File: src/rtl/alu_share_arbiter.sv
// alu_share_arbiter
//   Shares one external combinational 32-bit ALU between N_REQ requesters.
//   Round-robin grant, valid/ready on both request and response sides, one
//   operation in flight, fixed IDLE -> EXEC -> RESP sequence.
// Ports
//   clk, rst_n                 clock, asynchronous active-low reset
//   req_valid/req_ready        per-requester request handshake (ready one-hot)
//   req_a/req_b/req_aluc       packed per-requester operands and opcode
//   resp_valid/resp_ready      per-requester response handshake (valid one-hot)
//   resp_r/resp_flags/resp_err registered result, {zero,carry,neg,ovf,flag}, illegal-op
//   alu_a/alu_b/alu_aluc       drive the shared ALU
//   alu_r, alu_zero..alu_flag  ALU result and flags
//   busy, grant_id             state != IDLE, current/last granted requester
module alu_share_arbiter #(
  parameter int N_REQ = 2,
  parameter int IDW   = 1
) (
  input  logic                 clk,
  input  logic                 rst_n,
  input  logic [N_REQ-1:0]     req_valid,
  output logic [N_REQ-1:0]     req_ready,
  input  logic [32*N_REQ-1:0]  req_a,
  input  logic [32*N_REQ-1:0]  req_b,
  input  logic [6*N_REQ-1:0]   req_aluc,
  output logic [N_REQ-1:0]     resp_valid,
  input  logic [N_REQ-1:0]     resp_ready,
  output logic [31:0]          resp_r,
  output logic [4:0]           resp_flags,
  output logic                 resp_err,
  output logic [31:0]          alu_a,
  output logic [31:0]          alu_b,
  output logic [5:0]           alu_aluc,
  input  logic [31:0]          alu_r,
  input  logic                 alu_zero,
  input  logic                 alu_carry,
  input  logic                 alu_negative,
  input  logic                 alu_overflow,
  input  logic                 alu_flag,
  output logic                 busy,
  output logic [IDW-1:0]       grant_id
);

  localparam int unsigned NR = N_REQ;
  localparam logic [5:0] OP_AND  = 6'b100100;
  localparam logic [5:0] OP_SLT  = 6'b101010;
  localparam logic [5:0] OP_SLTU = 6'b101011;

  typedef enum logic [1:0] {S_IDLE, S_EXEC, S_RESP} state_e;

  state_e            state_q, state_d;
  logic [IDW-1:0]    rr_q, rr_d;
  logic [IDW-1:0]    gid_q, gid_d;
  logic [31:0]       a_q, a_d, b_q, b_d;
  logic [5:0]        aluc_q, aluc_d;
  logic [31:0]       r_q, r_d;
  logic [4:0]        flags_q, flags_d;
  logic              err_q, err_d;

  logic              found;
  logic [IDW-1:0]    pick;
  logic [N_REQ-1:0]  pick_oh, gid_oh;
  logic [31:0]       sel_a, sel_b;
  logic [5:0]        sel_aluc;
  logic              rdy_sel;

  function automatic logic is_legal(input logic [5:0] op);
    case (op)
      6'b100000, 6'b100001, 6'b100010, 6'b100011,
      6'b100100, 6'b100101, 6'b100110, 6'b100111,
      6'b101010, 6'b101011,
      6'b000000, 6'b000010, 6'b000011,
      6'b000100, 6'b000110, 6'b000111,
      6'b001111: is_legal = 1'b1;
      default:   is_legal = 1'b0;
    endcase
  endfunction

  // Round-robin search: indices at/above rr_q first, then wrap to those below.
  always_comb begin
    found = 1'b0;
    pick  = '0;
    for (int unsigned j = 0; j < NR; j++) begin
      if (!found && j >= 32'(rr_q) && req_valid[j]) begin
        found = 1'b1;
        pick  = IDW'(j);
      end
    end
    for (int unsigned j = 0; j < NR; j++) begin
      if (!found && j < 32'(rr_q) && req_valid[j]) begin
        found = 1'b1;
        pick  = IDW'(j);
      end
    end
  end

  // Operand mux and one-hot decodes for the picked and the granted requester.
  always_comb begin
    sel_a    = '0;
    sel_b    = '0;
    sel_aluc = '0;
    pick_oh  = '0;
    gid_oh   = '0;
    rdy_sel  = 1'b0;
    for (int unsigned j = 0; j < NR; j++) begin
      if (32'(pick) == j) begin
        sel_a      = req_a[32*j +: 32];
        sel_b      = req_b[32*j +: 32];
        sel_aluc   = req_aluc[6*j +: 6];
        pick_oh[j] = 1'b1;
      end
      if (32'(gid_q) == j) begin
        gid_oh[j] = 1'b1;
        rdy_sel   = resp_ready[j];
      end
    end
  end

  always_comb begin
    state_d    = state_q;
    rr_d       = rr_q;
    gid_d      = gid_q;
    a_d        = a_q;
    b_d        = b_q;
    aluc_d     = aluc_q;
    r_d        = r_q;
    flags_d    = flags_q;
    err_d      = err_q;
    req_ready  = '0;
    resp_valid = '0;
    case (state_q)
      S_IDLE: begin
        // Gated by rst_n so no request is acknowledged while reset is held.
        if (found && rst_n) begin
          req_ready = pick_oh;
          a_d       = sel_a;
          b_d       = sel_b;
          aluc_d    = sel_aluc;
          gid_d     = pick;
          rr_d      = (32'(pick) == NR - 1) ? '0 : pick + 1'b1;
          state_d   = S_EXEC;
        end
      end
      S_EXEC: begin
        if (is_legal(aluc_q)) begin
          err_d   = 1'b0;
          r_d     = alu_r;
          flags_d = {alu_zero, alu_carry, alu_negative, alu_overflow,
                     alu_flag & ((aluc_q == OP_SLT) || (aluc_q == OP_SLTU))};
        end else begin
          err_d   = 1'b1;
          r_d     = '0;
          flags_d = '0;
        end
        state_d = S_RESP;
      end
      S_RESP: begin
        resp_valid = gid_oh;
        if (rdy_sel) state_d = S_IDLE;
      end
      default: state_d = S_IDLE;
    endcase
  end

  always_ff @(posedge clk or negedge rst_n) begin
    if (!rst_n) begin
      state_q <= S_IDLE;
      rr_q    <= '0;
      gid_q   <= '0;
      a_q     <= '0;
      b_q     <= '0;
      aluc_q  <= OP_AND;
      r_q     <= '0;
      flags_q <= '0;
      err_q   <= 1'b0;
    end else begin
      state_q <= state_d;
      rr_q    <= rr_d;
      gid_q   <= gid_d;
      a_q     <= a_d;
      b_q     <= b_d;
      aluc_q  <= aluc_d;
      r_q     <= r_d;
      flags_q <= flags_d;
      err_q   <= err_d;
    end
  end

  assign alu_a      = a_q;
  assign alu_b      = b_q;
  assign alu_aluc   = aluc_q;
  assign resp_r     = r_q;
  assign resp_flags = flags_q;
  assign resp_err   = err_q;
  assign busy       = (state_q != S_IDLE);
  assign grant_id   = gid_q;

endmodule

File: config.mk
export PLATFORM = sky130hd
export DESIGN_NAME = alu_share_arbiter
export DESIGN_NICKNAME = d
export VERILOG_FILES = /design/src/rtl/alu_share_arbiter.sv
export SDC_FILE = /design/constraint.sdc
export NUM_CORES = 1
export LEC_CHECK = 0
export CAP_MARGIN = 20
export CORE_AREA = 8 8 110 112
export DETAILED_ROUTE_END_ITERATION = 10
export DIE_AREA = 0 0 118 120
export DONT_BUFFER_PORTS = 1
export GPL_ROUTABILITY_DRIVEN = 1
export PLACE_DENSITY_LB_ADDON = 0.1
export SETUP_SLACK_MARGIN = 0.1
export SLEW_MARGIN = 20
export SYNTH_ARGS = -nofsm -noshare
export SYNTH_HDL_FRONTEND = slang
export SYNTH_SLANG_ARGS = --single-unit
File: constraint.sdc
create_clock -name clk -period 2.9 [get_ports clk]
set_clock_uncertainty 0.15 [all_clocks]
set_input_delay 0.87 -clock clk [delete_from_list [all_inputs] [get_ports clk]]
set_output_delay 0.87 -clock clk [all_outputs]
set_load 0.01 [all_outputs]
**Yosys cells after proc, flatten, opt, wreduce, memory -nomap -nowiden**

Memories as Yosys holds them, arrays and structs flattened.
Cells that the tools add are included.

- Input port bits: 183
- Word-level logic and storage cells: 56
- Register bits: 112
- Memories kept: 1
- Memory bits (read-only): 64

- Reductions and logical operators: 12
- Bitwise gates (word level): 1
- Eq/ne operators: 6
- $lt $le $gt $ge: 2
- $add $sub $neg: 1
- Multiplexer cells: 24

Memory list:

| memory | depth | bits a word | read ports | clocked after memory_dff | wr ports | line | RTL |
|---|---|---|---|---|---|---|---|
| (no name shown) | 64 | 1 | 1 | 0 | 0 | 67 | `case (op)` |

Operators with widths:

| operator | number |
|---|---|
| $mux 32 | 3 |
| $mux 1 | 13 |
| $eq 6x6->1 const B | 2 |
| $mux 2 | 5 |
| $mux 6 | 1 |
| $pmux 2 s3 | 1 |
| $logic_and 1x1->1 | 5 |
| $mux 5 | 1 |
| $ne 2x2->1 const B | 2 |
| $reduce_and 2->1 | 2 |
| $eq 2x1->1 const B | 1 |
| $eq 2x2->1 const B | 1 |
| $logic_not 1->1 | 2 |
| $logic_not 2->1 | 1 |
| $reduce_bool 2->1 | 1 |
| $add 1x1->1 const B | 1 |
| $and 1x1->1 | 1 |
| $ge 1x1->1 const A | 1 |
| $logic_or 1x1->1 | 1 |
| $lt 1x1->1 const A | 1 |

**Depth between registers and ports, before layout**

- Depth in word-level cells: 13
- Mapped depth: 6
- Depth with buffers taken out: 5

**Worst setup path before layout**

Ideal clock, no wire load.

- Path type: input to output
- Start: input rst_n
- End: output req_ready[1]
- Stages on the path: 4
- Setup slack: 0.350 ns
- Arrival time: 1.530 ns
- Data required time: 1.880 ns
- Path through: nor3b_2 and3_1 buf_2 buf_2

- Word-level cells in the longest chain between the ends: 3

RTL lines:

| what | line | RTL |
|---|---|---|
| start, declared | 19 | `input logic rst_n,` |
| $logic_and 1x1->1 | 133 | `if (found && rst_n) begin` |
| $mux 2 | 133 |  |
| $mux 2 | 130 | `case (state_q)` |
| end, declared | 21 | `output logic [N_REQ-1:0] req_ready,` |

Every way passes these cells.

**Worst setup path in the final report**

- Start: input rst_n
- End: output req_ready[0]

Same word-level chain as after synthesis.

==> flow_summary_export.csv <==
group,metric,value,unit
grt,overflow,0,
synthesis,synth.cell_area,4830,µm²
floorplan,die_area,14200,µm²
timing,max_freq,402,MHz
clock_network,cts.sinks,112,
pwr,vdd_drop_max,0.000460,V
clock_network,post-cts-setup-buffers,0,
finish,regArea,2810,µm²
timing,final_hold_viol_count,0,
pwr,swShare,41.2,%
detailed_routing,vias_per_cell,6.10,
min_path,hold_path_class,"input pin to asynchronous set/reset pin",
timing,maxSlewHeadroom,48.0,%
pwr,combPwrFrac,27.7,%
synthesis,ys_seq_area_share,58.1,%
floorplan,core_area,10500,µm²
timing,period_needed,2.49,ns
worst_setup_path,crit_chain,"nor3b_2, and3_2",
finish,multi_input_area,1400,µm²
status,status,"complete, no violations",
floorplan,fp-row-count,38,
worst_setup_path,worst-path-buf-inv,0,
clock_network,cts_buffers,9,
clock_network,clockBufferDepth,2,
grt,grt_pass1_vias,3443,
floorplan,die_width,118,µm
run,cap_violations,0,
timing,tns,0,ns
clock_network,ctsHoldBuffers,0,
finish,final_net_count,590,
worst_setup_path,cp-startpoint,"rst_n",
synthesis,synth.net_count,606,
detailed_routing,wire_per_inst,25.3,µm
timing,min_period_over_period,85.8,%
grt,antenna_found_initial,0,
clock_network,clock_latency,0.36,ns
timing,setup_viol,0,
synthesis,synth_top_area_share,57.0,%
detailed_routing,drc,0,
finish,drive_gt1_share,11.7,%
finish,num_antenna_cells,0,
floorplan,ios,297,
placement,place.gp.congestion,0.776,
worst_setup_path,cp_data_arrival_time,1.47,ns
timing,maxSlewViolCount,0,
clock_network,cts_resized,0,
worst_setup_path,slowest_stage,"and3_2",
worst_setup_path,cpLargestDelayFamily,"simple AND/OR/NAND/NOR gates",
finish,design_area,5030,µm²
floorplan,dieHeight,120,µm
synthesis,synth_area_leaders,"dfrtp_1, a222oi_1, inv_1, o31ai_2, nand2_1",
grt,grt_max_degree,114,
worst_setup_path,r2r_start,"state_q[1]",
timing,grt_setup_unrepaired,"no",
pwr,power_frac_seq,56.8,%
detailed_routing,wirelength,14000,µm
pwr,power.density,1130,nW/µm²
worst_setup_path,cp.required,1.88,ns
synthesis,yosysWarnings,0,
finish,fillerInstances,996,
clock_network,tritoncts,"yes",
clock_network,root_buffer,"clkbuf_8",
synthesis,ys_types,23,
detailed_routing,dr_total_vias,3369,
synthesis,ys_ff_latch,112,
synthesis,yosysTopAreaCell,"dfrtp_1",
floorplan,start_util,46.0,%
worst_setup_path,critPathLaunchType,"input pin",
grt,grt_util_all_layers,19.1,%
worst_setup_path,path_class,"input pin to primary output",
detailed_routing,drtIter0Drc,521,
pwr,internal-power,3340,µW
grt,grt_pass1_wl,21300,µm
worst_setup_path,crit_path_end_kind,"primary output",
pwr,p_sw,2340,µW
pwr,p_leak,0.00259,µW
timing,max_slew.worst_pin.slew,0.779,ns
placement,dp_hpwl,10500,µm
placement,placed_cell_area,4850,µm²
finish,synthToLayoutAreaGrowth,4.14,%
detailed_routing,ant_nets,0,
synthesis,synthCells,423,
synthesis,syn_area_per_cell,11.4,µm²
finish,layout_common_cells,"inv_1, dfrtp_1, a222oi_1, nand2_1, o31ai_2",
pwr,clkPwrFrac,15.6,%
pwr,p_total,5680,µW
clock_network,h-tree-depth,3,
worst_setup_path,critPathMaxFanout,113,
placement,port_buffers,0,
detailed_routing,drtPass1Iterations,8,
clock_network,clk_pin_slew,0.10,ns
worst_setup_path,cpPeakStageDelay,0.30,ns
==> synth_stat cells <==
cell and count:
o21ai_0 1, nand2_1 38, dfrtp_1 110, nor3b_2 1, a222oi_1 70, and4b_1 1
nand2b_1 4, nor2_1 4, inv_1 110, clkbuf_1 5, dfstp_2 2, mux2_2 2
nand4_1 1, a21boi_1 1, o21ai_1 1, o31ai_4 1, a21oi_1 2, and3_1 2
buf_6 11, o31ai_1 17, o31ai_2 20, buf_2 18, or2_2 1
==> power groups by stage <==
stage | clock network [µW] | registers (µW) | logic [µW]
2_1_floorplan | 0 | 2990 | 1430
3_3_place_gp | 0 | 3290 | 1540
3_5_place_dp | 0 | 3280 | 1610
4_1_cts | 919 | 3260 | 1600
5_1_grt | 970 | 3320 | 1800
6_report | 884 | 3220 | 1570
==> through the flow <==
step,worst slack (ns),util (%),hold WS [ns],cells
after floorplan,0.350,-,0.328,423
after global placement,0.412,46.2,0.396,536
after detailed placement,0.318,46.2,0.400,536
after CTS,0.392,47.9,0.00866,552
after global routing,0.324,47.9,0.00451,552
final,0.412,47.9,0.0298,552
==> flip-flops by register name (all words and copies together) (netlist names) <==
register / flops
alu_a: 32
alu_aluc: 6
alu_b: 32
grant_id: 1
resp_err: 1
resp_flags: 5
resp_r: 32
rr_q: 1
state_q: 2
==> cells by family after synthesis <==
group / synth area share, %
DFF: 58.1
buffers and inverters: 13.4
muxes: 0.466
AOI/OAI and AO/OA: 23.3
and+or+nand+nor: 4.77
==> metal layers <==
layer / up-vias / routed length [µm] / track usage (%)
li1: 1478 / - / -
met1: 1668 / 5030 / 20.5
met2: 202 / 6950 / 31.9
met3: 21 / 1700 / 9.53
met4: 0 / 288 / 7.45
met5: - / 0 / 0
==> cell type report <==
cell class	count	area share, %
clock buffer	15	2.91
clock inverter	1	0.597
inverter	110	8.21
multi-input combinational	167	27.8
sequential	112	55.8
tap	140	3.48
timing repair buffer	7	1.29
==> final timing paths <==
| check | slack (ns) | cells past startpoint | endpoint |
|---|---|---|---|
| worst max-delay path | 0.41 | 2 | req_ready[0] |
| worst min-delay path | 0.03 | 0 | alu_a[21] |
| worst max register to register | 0.70 | 5 | alu_b[20] |
| worst min register to register | 0.42 | 2 | resp_r[2] |
| max in group asynchronous | 2.35 | 0 | alu_aluc[5] |
| min in group clk | 0.42 | 2 | resp_r[2] |
No activity file was read; power rests on OpenSTA's default activity.
